`config.mk`:
```
export PLATFORM = sky130hd
export DESIGN_NAME = rtc_bus_sequencer
export DESIGN_NICKNAME = d
export VERILOG_FILES = /design/src/rtl/rtc_bus_sequencer.sv
export SDC_FILE = /design/constraint.sdc
export NUM_CORES = 1
export LEC_CHECK = 0
export CORE_MARGIN = 1
export CORE_UTILIZATION = 43
export CTS_CLUSTER_DIAMETER = 40
export CTS_CLUSTER_SIZE = 25
export DETAILED_ROUTE_END_ITERATION = 8
export DONT_BUFFER_PORTS = 1
export PLACE_DENSITY = 0.68
export SLEW_MARGIN = 30
export SYNTH_ARGS = -nofsm -noshare
export SYNTH_HDL_FRONTEND = slang
export SYNTH_SLANG_ARGS = --single-unit
```
`constraint.sdc`:
```
create_clock -name clk -period 4.55 [get_ports clk]
set_input_delay 0.91 -clock clk [delete_from_list [all_inputs] [get_ports clk]]
set_output_delay 0.91 -clock clk [all_outputs]
set_load 0.01 [all_outputs]
```
`src/rtl/rtc_bus_sequencer.sv`:
```
// Bus-cycle sequencer for the multiplexed address/data RTC interface.
// Runs single or burst read/write transactions with parameterised strobe phase timing.
module rtc_bus_sequencer #(
  parameter int unsigned DATA_W    = 8,
  parameter int unsigned T_SETUP   = 2,
  parameter int unsigned T_PULSE   = 4,
  parameter int unsigned T_HOLD    = 2,
  parameter int unsigned T_RECOVER = 3,
  parameter int unsigned BURST_W   = 4
) (
  input  logic               clk,
  input  logic               reset_n,
  input  logic               start,
  input  logic               op,
  input  logic [DATA_W-1:0]  addr,
  input  logic [BURST_W-1:0] burst_len,
  input  logic [DATA_W-1:0]  wdata,
  output logic               wdata_ack,
  input  logic               abort,
  output logic               busy,
  output logic               done,
  output logic [DATA_W-1:0]  rdata,
  output logic               rdata_valid,
  output logic               cs_n,
  output logic               rd_n,
  output logic               wr_n,
  output logic               a_d,
  output logic [DATA_W-1:0]  dout,
  input  logic [DATA_W-1:0]  din,
  output logic               bus_oe
);

  localparam int unsigned TMaxSp = (T_SETUP > T_PULSE) ? T_SETUP : T_PULSE;
  localparam int unsigned TMaxHr = (T_HOLD > T_RECOVER) ? T_HOLD : T_RECOVER;
  localparam int unsigned TMax   = (TMaxSp > TMaxHr) ? TMaxSp : TMaxHr;
  localparam int unsigned CntW   = $clog2(TMax + 1);

  localparam logic [CntW-1:0] SetupLast   = CntW'(T_SETUP - 1);
  localparam logic [CntW-1:0] PulseLast   = CntW'(T_PULSE - 1);
  localparam logic [CntW-1:0] HoldLast    = CntW'(T_HOLD - 1);
  localparam logic [CntW-1:0] RecoverLast = CntW'(T_RECOVER - 1);

  typedef enum logic [3:0] {
    StIdle, StASetup, StAPulse, StAHold, StDSetup, StDPulse, StDHold, StRecover, StDone
  } state_e;

  state_e               state_q, state_d;
  logic [CntW-1:0]      cnt_q, cnt_d;
  logic                 op_q, op_d;
  logic [DATA_W-1:0]    addr_q, addr_d;
  logic [BURST_W-1:0]   words_q, words_d;
  logic                 abort_q, abort_d;
  logic                 phase_last;

  logic                 cs_n_q, cs_n_d, rd_n_q, rd_n_d, wr_n_q, wr_n_d;
  logic                 a_d_q, a_d_d, bus_oe_q, bus_oe_d;
  logic [DATA_W-1:0]    dout_q, dout_d, rdata_q, rdata_d;
  logic                 rdata_valid_q, rdata_valid_d, wdata_ack_q, wdata_ack_d;
  logic                 busy_q, busy_d, done_q, done_d;

  always_comb begin
    phase_last = 1'b1;
    unique case (state_q)
      StASetup, StDSetup: phase_last = (cnt_q == SetupLast);
      StAPulse, StDPulse: phase_last = (cnt_q == PulseLast);
      StAHold,  StDHold:  phase_last = (cnt_q == HoldLast);
      StRecover:          phase_last = (cnt_q == RecoverLast);
      default:            phase_last = 1'b1;
    endcase
  end

  // Sequencing: phase counter restarts on every state change.
  always_comb begin
    state_d = state_q;
    cnt_d   = cnt_q + CntW'(1);
    op_d    = op_q;
    addr_d  = addr_q;
    words_d = words_q;
    abort_d = abort_q | (busy_q & abort);
    unique case (state_q)
      StIdle: begin
        cnt_d   = '0;
        abort_d = 1'b0;
        if (start) begin
          state_d = StASetup;
          op_d    = op;
          addr_d  = addr;
          words_d = (burst_len == '0) ? BURST_W'(1) : burst_len;
        end
      end
      StASetup: if (phase_last) state_d = StAPulse;
      StAPulse: if (phase_last) state_d = StAHold;
      StAHold:  if (phase_last) state_d = StDSetup;
      StDSetup: if (phase_last) state_d = StDPulse;
      StDPulse: if (phase_last) state_d = StDHold;
      StDHold: begin
        if (phase_last) begin
          state_d = StRecover;
          words_d = words_q - BURST_W'(1);
          addr_d  = addr_q + DATA_W'(1);
        end
      end
      StRecover: begin
        if (phase_last) state_d = ((words_q != '0) && !abort_d) ? StASetup : StDone;
      end
      StDone: begin
        state_d = StIdle;
        abort_d = 1'b0;
      end
      default: state_d = StIdle;
    endcase
    if (state_d != state_q) cnt_d = '0;
  end

  // Pin and status outputs are decoded from the next state so they leave a flop.
  always_comb begin
    cs_n_d        = 1'b1;
    rd_n_d        = 1'b1;
    wr_n_d        = 1'b1;
    bus_oe_d      = 1'b0;
    a_d_d         = a_d_q;
    dout_d        = dout_q;
    wdata_ack_d   = 1'b0;
    rdata_d       = rdata_q;
    rdata_valid_d = 1'b0;
    busy_d        = (state_d != StIdle) && (state_d != StDone);
    done_d        = (state_d == StDone);
    unique case (state_d)
      StASetup, StAPulse, StAHold: begin
        cs_n_d   = 1'b0;
        bus_oe_d = 1'b1;
        wr_n_d   = (state_d != StAPulse);
      end
      StDSetup, StDPulse, StDHold: begin
        cs_n_d   = 1'b0;
        bus_oe_d = ~op_d;
        wr_n_d   = !((state_d == StDPulse) && !op_d);
        rd_n_d   = !((state_d == StDPulse) && op_d);
      end
      default: ;
    endcase
    if ((state_d == StASetup) && (state_q != StASetup)) begin
      a_d_d  = 1'b0;
      dout_d = addr_d;
    end
    if ((state_d == StDSetup) && (state_q != StDSetup)) begin
      a_d_d = 1'b1;
      if (!op_d) begin
        dout_d      = wdata;
        wdata_ack_d = 1'b1;
      end
    end
    if ((state_q == StDPulse) && phase_last && op_q) begin
      rdata_d       = din;
      rdata_valid_d = 1'b1;
    end
  end

  always_ff @(posedge clk or negedge reset_n) begin
    if (!reset_n) begin
      state_q       <= StIdle;
      cnt_q         <= '0;
      op_q          <= 1'b0;
      addr_q        <= '0;
      words_q       <= '0;
      abort_q       <= 1'b0;
      cs_n_q        <= 1'b1;
      rd_n_q        <= 1'b1;
      wr_n_q        <= 1'b1;
      a_d_q         <= 1'b0;
      bus_oe_q      <= 1'b0;
      dout_q        <= '0;
      rdata_q       <= '0;
      rdata_valid_q <= 1'b0;
      wdata_ack_q   <= 1'b0;
      busy_q        <= 1'b0;
      done_q        <= 1'b0;
    end else begin
      state_q       <= state_d;
      cnt_q         <= cnt_d;
      op_q          <= op_d;
      addr_q        <= addr_d;
      words_q       <= words_d;
      abort_q       <= abort_d;
      cs_n_q        <= cs_n_d;
      rd_n_q        <= rd_n_d;
      wr_n_q        <= wr_n_d;
      a_d_q         <= a_d_d;
      bus_oe_q      <= bus_oe_d;
      dout_q        <= dout_d;
      rdata_q       <= rdata_d;
      rdata_valid_q <= rdata_valid_d;
      wdata_ack_q   <= wdata_ack_d;
      busy_q        <= busy_d;
      done_q        <= done_d;
    end
  end

  assign cs_n        = cs_n_q;
  assign rd_n        = rd_n_q;
  assign wr_n        = wr_n_q;
  assign a_d         = a_d_q;
  assign bus_oe      = bus_oe_q;
  assign dout        = dout_q;
  assign rdata       = rdata_q;
  assign rdata_valid = rdata_valid_q;
  assign wdata_ack   = wdata_ack_q;
  assign busy        = busy_q;
  assign done        = done_q;

endmodule

```
==> impl_metrics.py <==
metrics = {
    "power": {
        "total_leakage_power_uw": 0.00106,
        "power.density_nw_per_um2": 752,
        "peakVddDrop_uv": 304,
        "p_total_uw": 1920,
    },
    "worst_setup_path": {
        "r2r_start": "words_q[0]$_DFFE_PN0P_",
        "reg2reg_to": "dout[7]$_DFF_PN0_",
        "cp_data_required_time_ns": 4.74,
        "worstPathMaxFanout": 6,
        "worstPathArrival_ns": 3.10,
        "crit_type": "reg -> reg",
        "cp-end-kind": "flip-flop",
        "crit_end": "dout[7]$_DFF_PN0_",
        "reg2reg_depth": 8,
        "startpoint": "words_q[0]$_DFFE_PN0P_",
        "r2r_slack_ns": 1.64,
        "cp-start-kind": "flip-flop",
    },
    "synthesis": {
        "synth-main-ff-cell": "dfrtp_1",
        "synth_fp_nets": 280,
        "syn_area_um2": 2410,
        "ys_seq_elements": 46,
        "yosysSeqAreaShare_pct": 47.9,
        "syn_inst": 244,
        "yosys_warnings": 0,
        "synth_edf_count": 0,
        "synth_cell_types": 58,
        "async_flop_share_pct": 100,
        "syn_area_per_cell_um2": 9.87,
    },
    "timing": {
        "min_period_ns": 2.91,
        "holdWs_ns": 0.290,
        "worst_pin_slew_ns": 0.811,
        "fin_crit_sh_pct": 64.0,
        "rsz0062_at_grt": "false",
        "setup_viol": 0,
        "fin_tns_setup_ns": 0,
        "hold_viol_final": 0,
        "max_freq_mhz": 344,
        "maxSlewHeadroom_pct": 45.4,
        "clock_skew_ns": 0.00374,
        "finalMaxSlewViolations": 0,
    },
    "global_route": {
        "antenna_found_initial": 0,
        "grt_overflow": 0,
        "track_usage_pct": 21.0,
        "grt_pass1_wl_mm": 9.77,
        "grt_pass1_vias": 1922,
        "grt_start_max_net_pins": 47,
    },
    "finish": {
        "fillers": 490,
        "drive_above_1_share_pct": 11.6,
        "final_common_cell": "dfrtp_1",
        "area_growth_pct": 6.29,
        "diodes": 0,
        "final_cell_mix": "43 x dfrtp_1, 31 x nand2_1, 17 x nor2_1",
        "fin_nets": 277,
    },
    "job": {
        "maxCapViolations": 0,
    },
    "floorplan": {
        "start_util_pct": 46.0,
        "design.core.area_um2": 5240,
        "placement_rows": 26,
        "io_pins": 58,
        "dieHeight_um": 76.8,
        "die_w_um": 76.8,
        "die_area_um2": 5900,
    },
    "drt": {
        "met2_length_mm": 2.62,
        "top_layer": "met4",
        "route.detailed.drc": 0,
        "route.final.wire_length_mm": 5.68,
        "drt-vias-per-instance": 6.05,
        "wl_per_cell_um": 18.2,
        "vias": 1889,
        "drt-initial-drc-count": 134,
        "ant_nets": 0,
        "wl_met1_mm": 2.59,
        "first_pass_iters": 4,
        "wl_met3_um": 396,
    },
    "cts": {
        "cts_hold_buf": 0,
        "cts.path.max_buffers": 2,
        "cts_buffers": 5,
        "clkTransAtPathRegs_ns": 0.09,
        "cts_num_sinks": 46,
        "root_buffer": "clkbuf_8",
        "clk_latency_ns": 0.30,
        "htreeDepth": 2,
        "post_cts_buffers": 0,
        "cts_tree": "yes",
        "cts_resized": 0,
    },
    "placed_design": {
        "dp_hpwl_mm": 4.02,
        "io_buffers": 0,
        "gp_congestion": 0.827,
    },
    "min_path": {
        "hold_path.class": "in -> async",
    },
    "outcome": {
        "status": "complete, no violations",
    },
}
==> sequential cells by signal, indices dropped and copies added (netlist names), 3 cells and up <==
register  count
dout          8
cnt_q         3
addr_q        8
state_q       4
words_q       4
rdata         8
==> cell usage after synthesis, drive strengths merged, types with 3 or more instances <==
master	number	area, um^2
a21oi	11	55.1
or3	3	23.8
clkbuf	4	15.0
o211ai	12	90.1
or3b	3	26.3
mux2	8	90.1
nor2	17	63.8
dfstp	3	78.8
nor2b	3	18.8
nand2	31	116
and3	3	18.8
o21ai	6	30.0
a21boi	3	22.5
a31oi	3	18.8
a221o	3	30.0
nand3	11	55.1
ha	3	37.5
o31ai	4	30.0
and2	4	25.0
dfrtp	43	1080
nor4	3	18.8
o311ai	4	35.0
inv	10	40.0
nor3	4	20.0
a211oi	3	22.5
buf	7	43.8
o31a	3	26.3
==> stage by stage <==
step	std cells	worst slack [ns]	util [%]	cell area, um^2
global placement	304	1.72	46.7	2440
finish	312	1.64	48.9	2560
CTS	312	1.65	48.8	2550
global route	312	1.41	48.9	2560
floorplan	244	2.00	-	2410
detailed placement	304	1.67	46.7	2440
==> worst max-delay path, stage by stage (launching register included) <==
cell and delay (ns):
dfrtp_1 0.40, inv_1 0.08, ha_1 0.19, or3b_2 0.48
a2111oi_0 0.61, o31a_1 0.34, or4b_1 0.24, nor2_1 0.14
a221o_1 0.33
==> cell type report <==
cell class | count | area, um^2 | share of cell area (%)
Multi-Input combinational cell | 176 | 1160 | 45.2
Sequential cell | 46 | 1150 | 45.1
Tap cell | 70 | 87.6 | 3.42
Clock buffer | 6 | 72.6 | 2.83
Inverter | 11 | 43.8 | 1.71
Clock inverter | 2 | 37.5 | 1.47
Timing Repair Buffer | 1 | 7.51 | 0.293
==> report_power, final <==
group	internal [uW]	total (uW)	leakage, uW	switching, uW
Combinational	341	813	0.000455	472
Sequential	582	803	0.000559	222
Clock	164	308	0.0000514	144
==> per-layer routing <==
layer / vias up / GRT usage (%)
met4: 0 / 6.73
met1: 909 / 28.0
li1: 903 / -
met5: - / 0
met3: 9 / 5.00
met2: 68 / 33.5
==> logic make-up (layout without fill, tap and decap cells) <==
| logic type | Yosys count | after routing | synth area share, % |
|---|---|---|---|
| AOI/OAI and AO/OA | 65 | 65 | 19.8 |
| xor gates and xnor gates | 2 | 2 | 0.727 |
| adders and majority gates | 3 | 3 | 1.56 |
| buffers and inverters | 22 | 20 | 4.26 |
| DFF | 46 | 46 | 47.9 |
| muxes | 10 | 10 | 5.09 |
| and+or+nand+nor | 96 | 96 | 20.6 |
==> worst min-delay path by stage <==
| stage | startpoint | depth (start not counted) | end |
|---|---|---|---|
| 2_1_floorplan | abort_q$_DFF_PN0_ | 2 | abort_q$_DFF_PN0_ |
| 3_3_place_gp | abort_q$_DFF_PN0_ | 2 | abort_q$_DFF_PN0_ |
| 3_5_place_dp | words_q[0]$_DFFE_PN0P_ | 2 | words_q[0]$_DFFE_PN0P_ |
| 4_1_cts | reset_n | 0 | words_q[0]$_DFFE_PN0P_ |
| 5_1_grt | reset_n | 0 | dout[0]$_DFF_PN0_ |
| 6_report | reset_n | 0 | addr_q[0]$_DFF_PN0_ |
Note: power is estimated with default switching activity, not from simulation.
